File: config.mk
export PLATFORM = sky130hd
export DESIGN_NAME = fetch_queue
export DESIGN_NICKNAME = d
export VERILOG_FILES = /design/src/rtl/fetch_queue.sv
export SDC_FILE = /design/constraint.sdc
export NUM_CORES = 1
export LEC_CHECK = 0
export BUFFER_PORTS_ARGS = -buffer_cell sky130_fd_sc_hd__buf_2
export CORE_UTILIZATION = 50
export DETAILED_ROUTE_END_ITERATION = 8
export GPL_TIMING_DRIVEN = 0
export MAX_ROUTING_LAYER = met4
export PLACE_DENSITY = 0.68
export SYNTH_ARGS = -nofsm -noshare
export SYNTH_HDL_FRONTEND = slang
export SYNTH_SLANG_ARGS = --single-unit
File: constraint.sdc
create_clock -name clk -period 3.6 [get_ports clk]
set_input_delay 0.72 -clock clk [delete_from_list [all_inputs] [get_ports clk]]
set_output_delay 0.72 -clock clk [all_outputs]
set_load 0.03 [all_outputs]
File: src/rtl/fetch_queue.sv
// fetch_queue: instruction fetch front-end sitting ahead of the IF/ID register.
// Owns the fetch PC, issues word fetches to a 1-cycle-latency synchronous imem,
// buffers returned instructions with their PCs in a small FIFO and presents the
// head to decode. Absorbs decode stalls, branch/jump redirects and halt.
//
// Ports:
//   clk          rising-edge clock
//   reset        asynchronous active-low reset
//   stall        decode stall: hold the head, do not dequeue
//   redirect     taken branch/jump: flush FIFO and in-flight fetch
//   redirect_pc  redirect target (bits [1:0] forced to 00)
//   halt         stop issuing new fetches (FIFO keeps draining)
//   imem_en      fetch request this cycle
//   imem_addr    fetch address (current fetch PC)
//   imem_rdata   instruction for the request issued last cycle
//   if_valid     head entry valid
//   if_pc        PC of head entry (0 when empty)
//   if_instr     instruction of head entry (0 when empty)
//   halted       halted, FIFO empty and nothing in flight
module fetch_queue #(
    parameter int unsigned PC_W  = 9,
    parameter int unsigned INS_W = 32,
    parameter int unsigned DEPTH = 4
) (
    input  logic             clk,
    input  logic             reset,
    input  logic             stall,
    input  logic             redirect,
    input  logic [PC_W-1:0]  redirect_pc,
    input  logic             halt,
    output logic             imem_en,
    output logic [PC_W-1:0]  imem_addr,
    input  logic [INS_W-1:0] imem_rdata,
    output logic             if_valid,
    output logic [PC_W-1:0]  if_pc,
    output logic [INS_W-1:0] if_instr,
    output logic             halted
);

    localparam int unsigned PtrW = $clog2(DEPTH);
    localparam int unsigned CntW = PtrW + 1;
    // Occupancy (count + inflight) needs one extra bit over count.
    localparam logic [CntW:0] DepthOcc = DEPTH[CntW:0];

    typedef enum logic [1:0] {StIdle, StRun, StHalt} state_e;

    state_e            state_q;
    logic [PC_W-1:0]   pc_q;
    logic [PC_W-1:0]   req_pc_q;
    logic              inflight_q;
    logic [PtrW-1:0]   rd_ptr_q;
    logic [PtrW-1:0]   wr_ptr_q;
    logic [CntW-1:0]   count_q;

    logic [PC_W-1:0]   pc_mem  [DEPTH];
    logic [INS_W-1:0]  ins_mem [DEPTH];

    logic [CntW:0]     occupancy;
    logic              issue;
    logic              push;
    logic              pop;

    // Conservative credit: a same-cycle dequeue is not counted as free space.
    assign occupancy = {1'b0, count_q} + {{CntW{1'b0}}, inflight_q};
    assign issue     = (state_q == StRun) && !halt && !redirect && (occupancy < DepthOcc);
    // Redirect kills the in-flight response and any dequeue in the same cycle.
    assign push      = inflight_q && !redirect;
    assign pop       = (count_q != '0) && !stall && !redirect;

    assign imem_en   = issue;
    assign imem_addr = pc_q;
    assign if_valid  = (count_q != '0);
    assign if_pc     = if_valid ? pc_mem[rd_ptr_q]  : '0;
    assign if_instr  = if_valid ? ins_mem[rd_ptr_q] : '0;
    assign halted    = (state_q == StHalt) && (count_q == '0) && !inflight_q;

    always_ff @(posedge clk or negedge reset) begin
        if (!reset) begin
            state_q    <= StIdle;
            pc_q       <= '0;
            req_pc_q   <= '0;
            inflight_q <= 1'b0;
            rd_ptr_q   <= '0;
            wr_ptr_q   <= '0;
            count_q    <= '0;
        end else begin
            // Halt wins the next state even alongside a redirect; the target
            // is still loaded into the fetch PC so resume is correct.
            state_q <= halt ? StHalt : StRun;

            if (redirect) begin
                pc_q       <= {redirect_pc[PC_W-1:2], 2'b00};
                inflight_q <= 1'b0;
                rd_ptr_q   <= '0;
                wr_ptr_q   <= '0;
                count_q    <= '0;
            end else begin
                if (issue) begin
                    pc_q     <= pc_q + PC_W'(4);
                    req_pc_q <= pc_q;
                end
                inflight_q <= issue;
                if (push) begin
                    wr_ptr_q <= wr_ptr_q + PtrW'(1);
                end
                if (pop) begin
                    rd_ptr_q <= rd_ptr_q + PtrW'(1);
                end
                count_q <= count_q + CntW'(push) - CntW'(pop);
            end
        end
    end

    // Storage needs no reset: head outputs are masked while count is zero.
    always_ff @(posedge clk) begin
        if (push) begin
            pc_mem[wr_ptr_q]  <= req_pc_q;
            ins_mem[wr_ptr_q] <= imem_rdata;
        end
    end

endmodule
==> metrics.yaml, run 1 <==
status: "complete, no violations"
drt-total-wl_mm: 12.66
num_rows: 43
hold_path_class: "input port to async pin"
max_stage_delay_ns: 0.56
slew_violations: 0
synth_area_leaders: "edfxtp_1 (66%), mux4_2 (12%), dfrtp_1 (8.4%)"
reg2regPathDepth: 9
rsz0062_at_grt: "no"
via_count: 3710
track_usage_pct: 19.49
final_util_pct: 61.65
clock_path_buffers: 2
relSlewSlack_pct: 51.65
io_buffers: 92
cts.sinks: 180
synth_top_area_share_pct: 65.72
wl_per_cell_um: 18.68
synth_top_area_cell: "edfxtp_1"
timing.final.crit_share_pct: 88.20
power.density_nw_per_um2: 671.3
ir_drop_uv: 368.2
hold_buffers: 0
dr.pass1.iters: 6
drc: 0
synthFlopType: "edfxtp_1"
setup-violations-final: 0
core_region_area_um2: 13880
post_cts_buffers: 0
cts_tree: "built"
htreeDepth: 4
nFillCells: 1025
synth_cells: 366
critPathSlowestCell: "nor3_1"
required_ns: 2.88
synth-edff-count: 156
critPathCaptureType: "output pin"
die_y_um: 121.4
post_cts_resized: 0
yosys.cell_types.count: 34
crit_chain: "nor3_1 -> inv_1 -> clkbuf_1 -> nor4_1 -> buf_2"
grt_first_pass_wirelength_mm: 20.09
yosys_warnings: 0
insertion_delay_ns: 0.42
first_iter_violations: 233
drive_gt1_share_pct: 37.22
crit_type: "flip-flop to output pin"
cts-root-buf: "clkbuf_16"
antenna_found_initial: 1
maxCapViolations: 0
max_freq_mhz: 314.9
clk_pin_slew_worst_paths_ns: 0.06
startpoint_type: "flip-flop"
pin_count: 99
fin_crit_ns: 3.175
nNetsFinal: 539
ys_seq_area_share_pct: 74.14
p_leak_nw: 3.098
die_x_um: 121.4
gr-total-overflow: 0
synth_seq_cells: 180
grt_pass1_vias: 3823
final_common_cell: "edfxtp_1"
async_reset_ff_share_pct: 13.33
total_power_w: 0.005745
grt_max_degree: 33
antenna_left: 0
critPathMaxFanout: 10
routed_via_density: 5.472
cts-buffers-inserted: 17
dp_hpwl_mm: 7.905
finalHoldViolCount: 0
die_area_um2: 14740
mostFrequentLayoutCells: "edfxtp_1 (156), buf_2 (97), mux4_2 (39), and2_1 (39)"
crit_arrival_ns: 2.46
initial_utilization_pct: 51.35
place_congestion: 0.7582
setup-tns-final_ns: 0
avgSynthCellArea_um2: 19.48
synthesis.area_um2: 7128
area_growth_pct: 20.06
fin_skew_ns: 0.005540
worstMarginPinSlew_ns: 0.7253
stage by stage:
step / instances / worst slack (ns) / instance area (um^2) / hold WS (ns)
3_3_place_gp: 641 / 0.3114 / 7825 / 0.4888
4_1_cts: 677 / 0.3868 / 8556 / 0.2848
2_1_floorplan: 369 / 0.7271 / 7139 / 0.4244
5_1_grt: 678 / 0.2876 / 8558 / 0.3108
6_report: 678 / 0.4246 / 8558 / 0.2860
3_5_place_dp: 645 / 0.8808 / 7910 / 0.5071
flip-flops by register name, summed over array words and instances, names as in the netlist:
name	flops
count_q	3
req_pc_q	7
inflight_q	1
state_q	2
rd_ptr_q	2
pc_mem	28
ins_mem	128
imem_addr	7
wr_ptr_q	2
cell usage after synthesis, drive strengths merged, types with 2 or more instances:
master and n:
edfxtp 156, and2 43, mux4 39, dfrtp 24
buf 12, nor2 10, inv 9, clkbuf 8
ha 8, mux2 7, a31oi 5, nand2 5
or4 5, nor3 4, nand3 3, o211ai 3
o21ai 3, o31ai 3, xnor2 3, mux2i 2
nand4 2, nor2b 2, nor3b 2, or3 2
cell families (layout without fill, tap and decap cells):
group                      after synthesis  after routing  share of synthesized area (%)
muxes                                   48             48                          13.76
and+or+nand+nor                         81             81                          6.811
buffers and inverters                   29            157                          1.825
DFF                                    180            180                          74.14
other                                    1              5                        0.05261
xor gates and xnor gates                 3              3                         0.3687
adders and majority gates                9              9                          1.685
AOI/OAI and AO/OA                       15             15                          1.351
area by class of cell:
type,instances,area (um^2),area share (%)
clock buffer,29,629.4,7.354
multi-input combinational,160,1729,20.20
timing repair buffer,96,540.5,6.316
inverter,9,33.78,0.3947
buffer,20,96.34,1.126
sequential,180,5285,61.75
antenna,1,2.502,0.02924
clock inverter,3,16.27,0.1901
tap,180,225.2,2.632
report_power, final:
part,switching [W],internal [W],total (W)
clock,0.000727,0.00119,0.00192
combinational,0.000868,0.000498,0.00137
sequential,0.0000767,0.00238,0.00246
total,0.00167,0.00407,0.00575
worst max-delay path: cells and delay by family, from the launching register on:
family	cells	cell delay, ns
simple gates	2	0.80
buf+inv	3	0.80
flops	1	0.44
layer usage:
layer  track usage, %  vias to the layer above  part of all wire (%)
met5                -                        -                     0
met4            7.562                        0                   1.7
met3            4.793                       19                   4.6
met2            30.75                       94                    49
met1            24.45                     1920                    44
li1                 -                     1677                     -
final timing paths:
check	end	start	slack (ns)
worst max register to register	count_q[2]	count_q[1]	1.25
worst min register to register	pc_mem[2][6]	req_pc_q[6]	0.52
min in group clk	state_q[1]	halt	0.44
worst min-delay path	req_pc_q[4]	reset	0.29
worst max-delay path	halted	count_q[1]	0.42
max in group asynchronous	state_q[1]	reset	2.94
(Power assumes the default switching activity.)
==> inputs of run 2 (changes only) <==
--- a/config.mk
+++ b/config.mk
@@ -6,6 +6,7 @@
 export NUM_CORES = 1
 export LEC_CHECK = 0
 export BUFFER_PORTS_ARGS = -buffer_cell sky130_fd_sc_hd__buf_2
+export CORE_ASPECT_RATIO = 0.6
 export CORE_UTILIZATION = 50
 export DETAILED_ROUTE_END_ITERATION = 8
 export GPL_TIMING_DRIVEN = 0
==> metrics.yaml, run 2 (same netlist as run 1, synthesis figures left out) <==
dp_slack_ns: 0.8678
final_common_cell: "edfxtp_1"
fin_ws_ns: 0.4916
clock_path_buffers: 2
clk_pin_slew_worst_paths_ns: 0.08
cts.sinks: 180
fin_crit_ns: 3.108
gr-total-overflow: 0
grt_max_degree: 28
layout.area.seq_um2: 5285
worstMarginPinSlew_ns: 0.6746
via_count: 3666
dp_hpwl_mm: 8.498
swShare_pct: 31.42
finalHoldViolCount: 0
wl_per_cell_um: 19.16
area_growth_pct: 19.91
timing.final.crit_share_pct: 86.35
ir_drop_uv: 332.3
pin_count: 99
setup-tns-final_ns: 0
die_area_um2: 14750
num_rows: 33
drc: 0
fin_skew_ns: 0.01767
slew_violations: 0
max_freq_mhz: 321.7
nNetsFinal: 539
drive_gt1_share_pct: 38.03
switchingPower_w: 0.001803
hold_buffers: 0
multi_input_area_um2: 1729
drt-total-wl_mm: 13.24
cts-root-buf: "clkbuf_16"
hold_path_class: "input port to async pin"
cts-buffers-inserted: 17
startpoint_type: "flip-flop"
track_usage_pct: 20.00
routed_via_density: 5.305
post_cts_buffers: 0
status: "complete, no violations"
power.density_nw_per_um2: 671.4
place_congestion: 0.8387
antenna_found_initial: 2
first_iter_violations: 222
core_region_area_um2: 13790
p_leak_nw: 3.071
relSlewSlack_pct: 55.03
grt_first_pass_wirelength_mm: 20.29
largest_registers: "ins_mem: 128 flops, pc_mem: 28 flops"
grt_pass1_vias: 3749
post_cts_resized: 0
total_power_w: 0.005738
largest_reg_flops: 128
fin_hold_ws_ns: 0.2765
required_ns: 2.88
p_clk_share_pct: 33.1
nFillCells: 1034
dr.pass1.iters: 4
antenna_left: 0
stdcell_count: 691
critPathMaxFanout: 10
die_y_um: 94.49
internal-power_w: 0.003936
initial_utilization_pct: 51.69
regMostFlops: "ins_mem"
insertion_delay_ns: 0.42
rsz0062_at_grt: "no"
maxCapViolations: 0
power_frac_comb_pct: 24.0
io_buffers: 92
die_x_um: 156.1
htreeDepth: 4
reg2reg_slack_ns: 1.29
crit_type: "flip-flop to output pin"
cts_tree: "built"
placedCellCount: 657
crit_arrival_ns: 2.39
setup-violations-final: 0
mostFrequentLayoutCells: "edfxtp_1 (156), buf_2 (97), mux4_2 (39), and2_1 (39), dfrtp_1 (24)"
p_seq_share_pct: 42.9
critPathCaptureType: "output pin"
## run 2: changes by cell type in the layout (fill, tap and decap cells not counted), moves of 2 or more
cell | previous run | this run
bufinv_16 | 0 | 2
clkinvlp_4 | 0 | 3
inv_6 | 0 | 2
clkbuf_1 | 12 | 8
clkbuf_16 | 24 | 17
inv_8 | 0 | 4
clkinv_8 | 0 | 2
## run 2: worst paths after layout
kind,start,end,cells past startpoint
setup / recovery,rd_ptr_q[0],if_pc[5],5
hold / removal,reset,imem_addr[6],1
setup reg to reg,count_q[1],count_q[2],9
hold reg to reg,req_pc_q[2],pc_mem[0][2],0
max in group asynchronous,reset,count_q[2],1
min in group clk,halt,state_q[1],1
## run 2: cell type report
cell class                 count  area share (%)
clock inverter                15           2.240
multi-input combinational    160           20.23
tap                          192           2.811
sequential                   180           61.84
antenna                        2         0.05856
timing repair buffer          96           6.324
buffer                        20           1.127
inverter                       9          0.3953
clock buffer                  17           4.977
## run 2: routing by layer
| metal | wire length [um] | global-route usage, % | up-vias |
|---|---|---|---|
| li1 | - | - | 1678 |
| met1 | 6074 | 26.62 | 1880 |
| met2 | 6377 | 30.92 | 104 |
| met3 | 740 | 4.865 | 4 |
| met4 | 44 | 5.964 | 0 |
| met5 | 0 | - | - |
## run 2: power groups by stage
stage | Sequential [W] | Combinational, W | Clock [W]
floorplan | 0.00249 | 0.000978 | 0
global placement | 0.00250 | 0.00138 | 0
detailed placement | 0.00251 | 0.00141 | 0
CTS | 0.00246 | 0.00141 | 0.00193
global route | 0.00247 | 0.00149 | 0.00202
finish | 0.00246 | 0.00138 | 0.00190
## run 2: metrics by stage
stage	cell area, um^2	utilization, %
after floorplan	7139	-
after global placement	7840	56.85
after detailed placement	7925	57.47
after CTS	8542	61.94
after global routing	8547	61.98
final	8547	61.98
## run 2: worst max-delay path, cell delays in order (launching register included)
cell and delay, ns:
dfrtp_1 0.34, clkbuf_1 0.29, buf_2 0.42, mux4_2 0.55
and2_1 0.20, buf_2 0.18
==> inputs of run 3 (changes only) <==
--- a/config.mk
+++ b/config.mk
@@ -10,8 +10,9 @@
 export CORE_UTILIZATION = 50
 export DETAILED_ROUTE_END_ITERATION = 8
 export GPL_TIMING_DRIVEN = 0
+export HOLD_SLACK_MARGIN = 0.06
 export MAX_ROUTING_LAYER = met4
-export PLACE_DENSITY = 0.68
+export PLACE_DENSITY = 0.71
 export SYNTH_ARGS = -nofsm -noshare
 export SYNTH_HDL_FRONTEND = slang
 export SYNTH_SLANG_ARGS = --single-unit
==> constraint.sdc (replaced) <==
create_clock -name clk -period 3.6 [get_ports clk]
set_input_delay 0.18 -clock clk [delete_from_list [all_inputs] [get_ports clk]]
set_output_delay 0.18 -clock clk [all_outputs]
set_load 0.03 [all_outputs]
==> metrics.yaml, run 3 (same netlist as run 1, synthesis figures left out) <==
antenna_cells: 0
slew_violations: 0
num_rows: 33
grt_first_pass_wirelength_mm: 21.45
finalHoldViolCount: 0
cts_tree: "built"
crit_type: "flip-flop to output pin"
critPathMaxFanout: 10
rsz0062_at_grt: "no"
die_y_um: 94.49
crit_arrival_ns: 2.40
dr.pass1.iters: 5
status: "complete, no violations"
io_buffers: 92
setup-violations-final: 0
place_congestion: 0.8191
die_area_um2: 14750
gr-total-overflow: 0
timing.final.crit_share_pct: 71.69
grt_max_degree: 34
nFillCells: 1026
startpoint_type: "flip-flop"
clk_pin_slew_worst_paths_ns: 0.06
critPathCaptureType: "output pin"
routed_via_density: 5.275
track_usage_pct: 20.94
hold_path_class: "input port to flip-flop"
worstMarginPinSlew_ns: 0.7232
fin_skew_ns: 0.01026
first_iter_violations: 254
initial_utilization_pct: 51.69
area_growth_pct: 24.64
power.density_nw_per_um2: 630.8
core_region_area_um2: 13790
drive_gt1_share_pct: 34.76
fin_hold_ws_ns: 0.09481
wl_per_cell_um: 18.90
clock_path_buffers: 2
antenna_left: 0
htreeDepth: 4
maxCapViolations: 0
via_count: 3851
pin_count: 99
ir_drop_uv: 316.1
cts-buffers-inserted: 17
die_x_um: 156.1
setup-tns-final_ns: 0
reg2reg_slack_ns: 1.27
grt_pass1_vias: 4024
dp_hpwl_mm: 8.605
drt-total-wl_mm: 13.80
p_leak_nw: 3.225
relSlewSlack_pct: 51.78
largest_registers: "ins_mem: 128 flops, pc_mem: 28 flops"
antenna_found_initial: 0
insertion_delay_ns: 0.42
final_common_cell: "edfxtp_1"
regMostFlops: "ins_mem"
cts.sinks: 180
mostFrequentLayoutCells: "edfxtp_1 (156), buf_2 (97), dlygate4sd3_1 (41)"
fin_crit_ns: 2.581
cts-root-buf: "clkbuf_16"
max_freq_mhz: 387.4
required_ns: 3.42
nNetsFinal: 580
largest_reg_flops: 128
drc: 0
==> run 3: cell types whose count changed in the layout (fill, tap and decap cells not counted), moves of 2 or more <==
cell and delta:
inv_6 +2, clkinv_4 +2, dlygate4sd3_1 +41, bufinv_16 -2, diode_2 -2, clkinvlp_4 -3
clkinv_8 -2, clkbuf_8 +2, inv_8 -3
==> run 3: repair_timing <==
action                                 CTS  global route
buffers inserted                         0             0
endpoints found under the hold margin  161             0
hold buffers                            41             0
resized for setup                        0             0
==> run 3: power breakdown <==
group	switching, W	internal, W	total, W
logic	0.000901	0.000528	0.00143
registers	0.0000758	0.00238	0.00246
clock network	0.000786	0.000933	0.00172
total	0.00176	0.00384	0.00560
==> run 3: area by class of cell <==
type | instances | area, um^2 | share of cell area (%)
buffer | 20 | 96.34 | 1.084
clock buffer | 20 | 456.7 | 5.140
clock inverter | 12 | 92.59 | 1.042
inverter | 9 | 33.78 | 0.3802
multi-input combinational | 160 | 1729 | 19.46
sequential | 180 | 5285 | 59.48
tap | 192 | 240.2 | 2.704
timing repair buffer | 137 | 950.9 | 10.70
==> run 3: per-layer routing <==
layer  vias up  GRT usage (%)  part of all wire [%]
met3        10          4.222                   4.2
li1       1756              -                     -
met5         -              -                     0
met4         0          6.209                  0.79
met1      1985          27.17                    45
met2       100          33.97                    50
==> run 3: final timing paths <==
path | from | endpoint | cells past startpoint
min in group asynchronous | reset | req_pc_q[5] | 2
worst max-delay path | rd_ptr_q[0] | if_pc[7] | 5
worst min register to register | req_pc_q[7] | pc_mem[2][7] | 0
worst min-delay path | stall | rd_ptr_q[0] | 3
worst max register to register | count_q[1] | count_q[2] | 9
max in group asynchronous | reset | rd_ptr_q[0] | 2
==> run 3: worst max-delay path: stages, from the launching register on <==
cell	delay [ns]
dfrtp_1	0.32
clkbuf_1	0.31
buf_2	0.43
mux4_2	0.55
and2_1	0.20
buf_2	0.18
==> run 3: stage by stage <==
stage / worst slack, ns / cell area, um^2 / util, % / total power (W) / cells
floorplan: 1.267 / 7139 / - / 0.003471 / 369
global placement: 0.7811 / 7840 / 56.85 / 0.003885 / 653
detailed placement: 1.337 / 7925 / 57.47 / 0.003908 / 657
CTS: 0.9364 / 8885 / 64.43 / 0.005648 / 730
global route: 0.8497 / 8885 / 64.43 / 0.005827 / 730
finish: 1.019 / 8885 / 64.43 / 0.005605 / 730
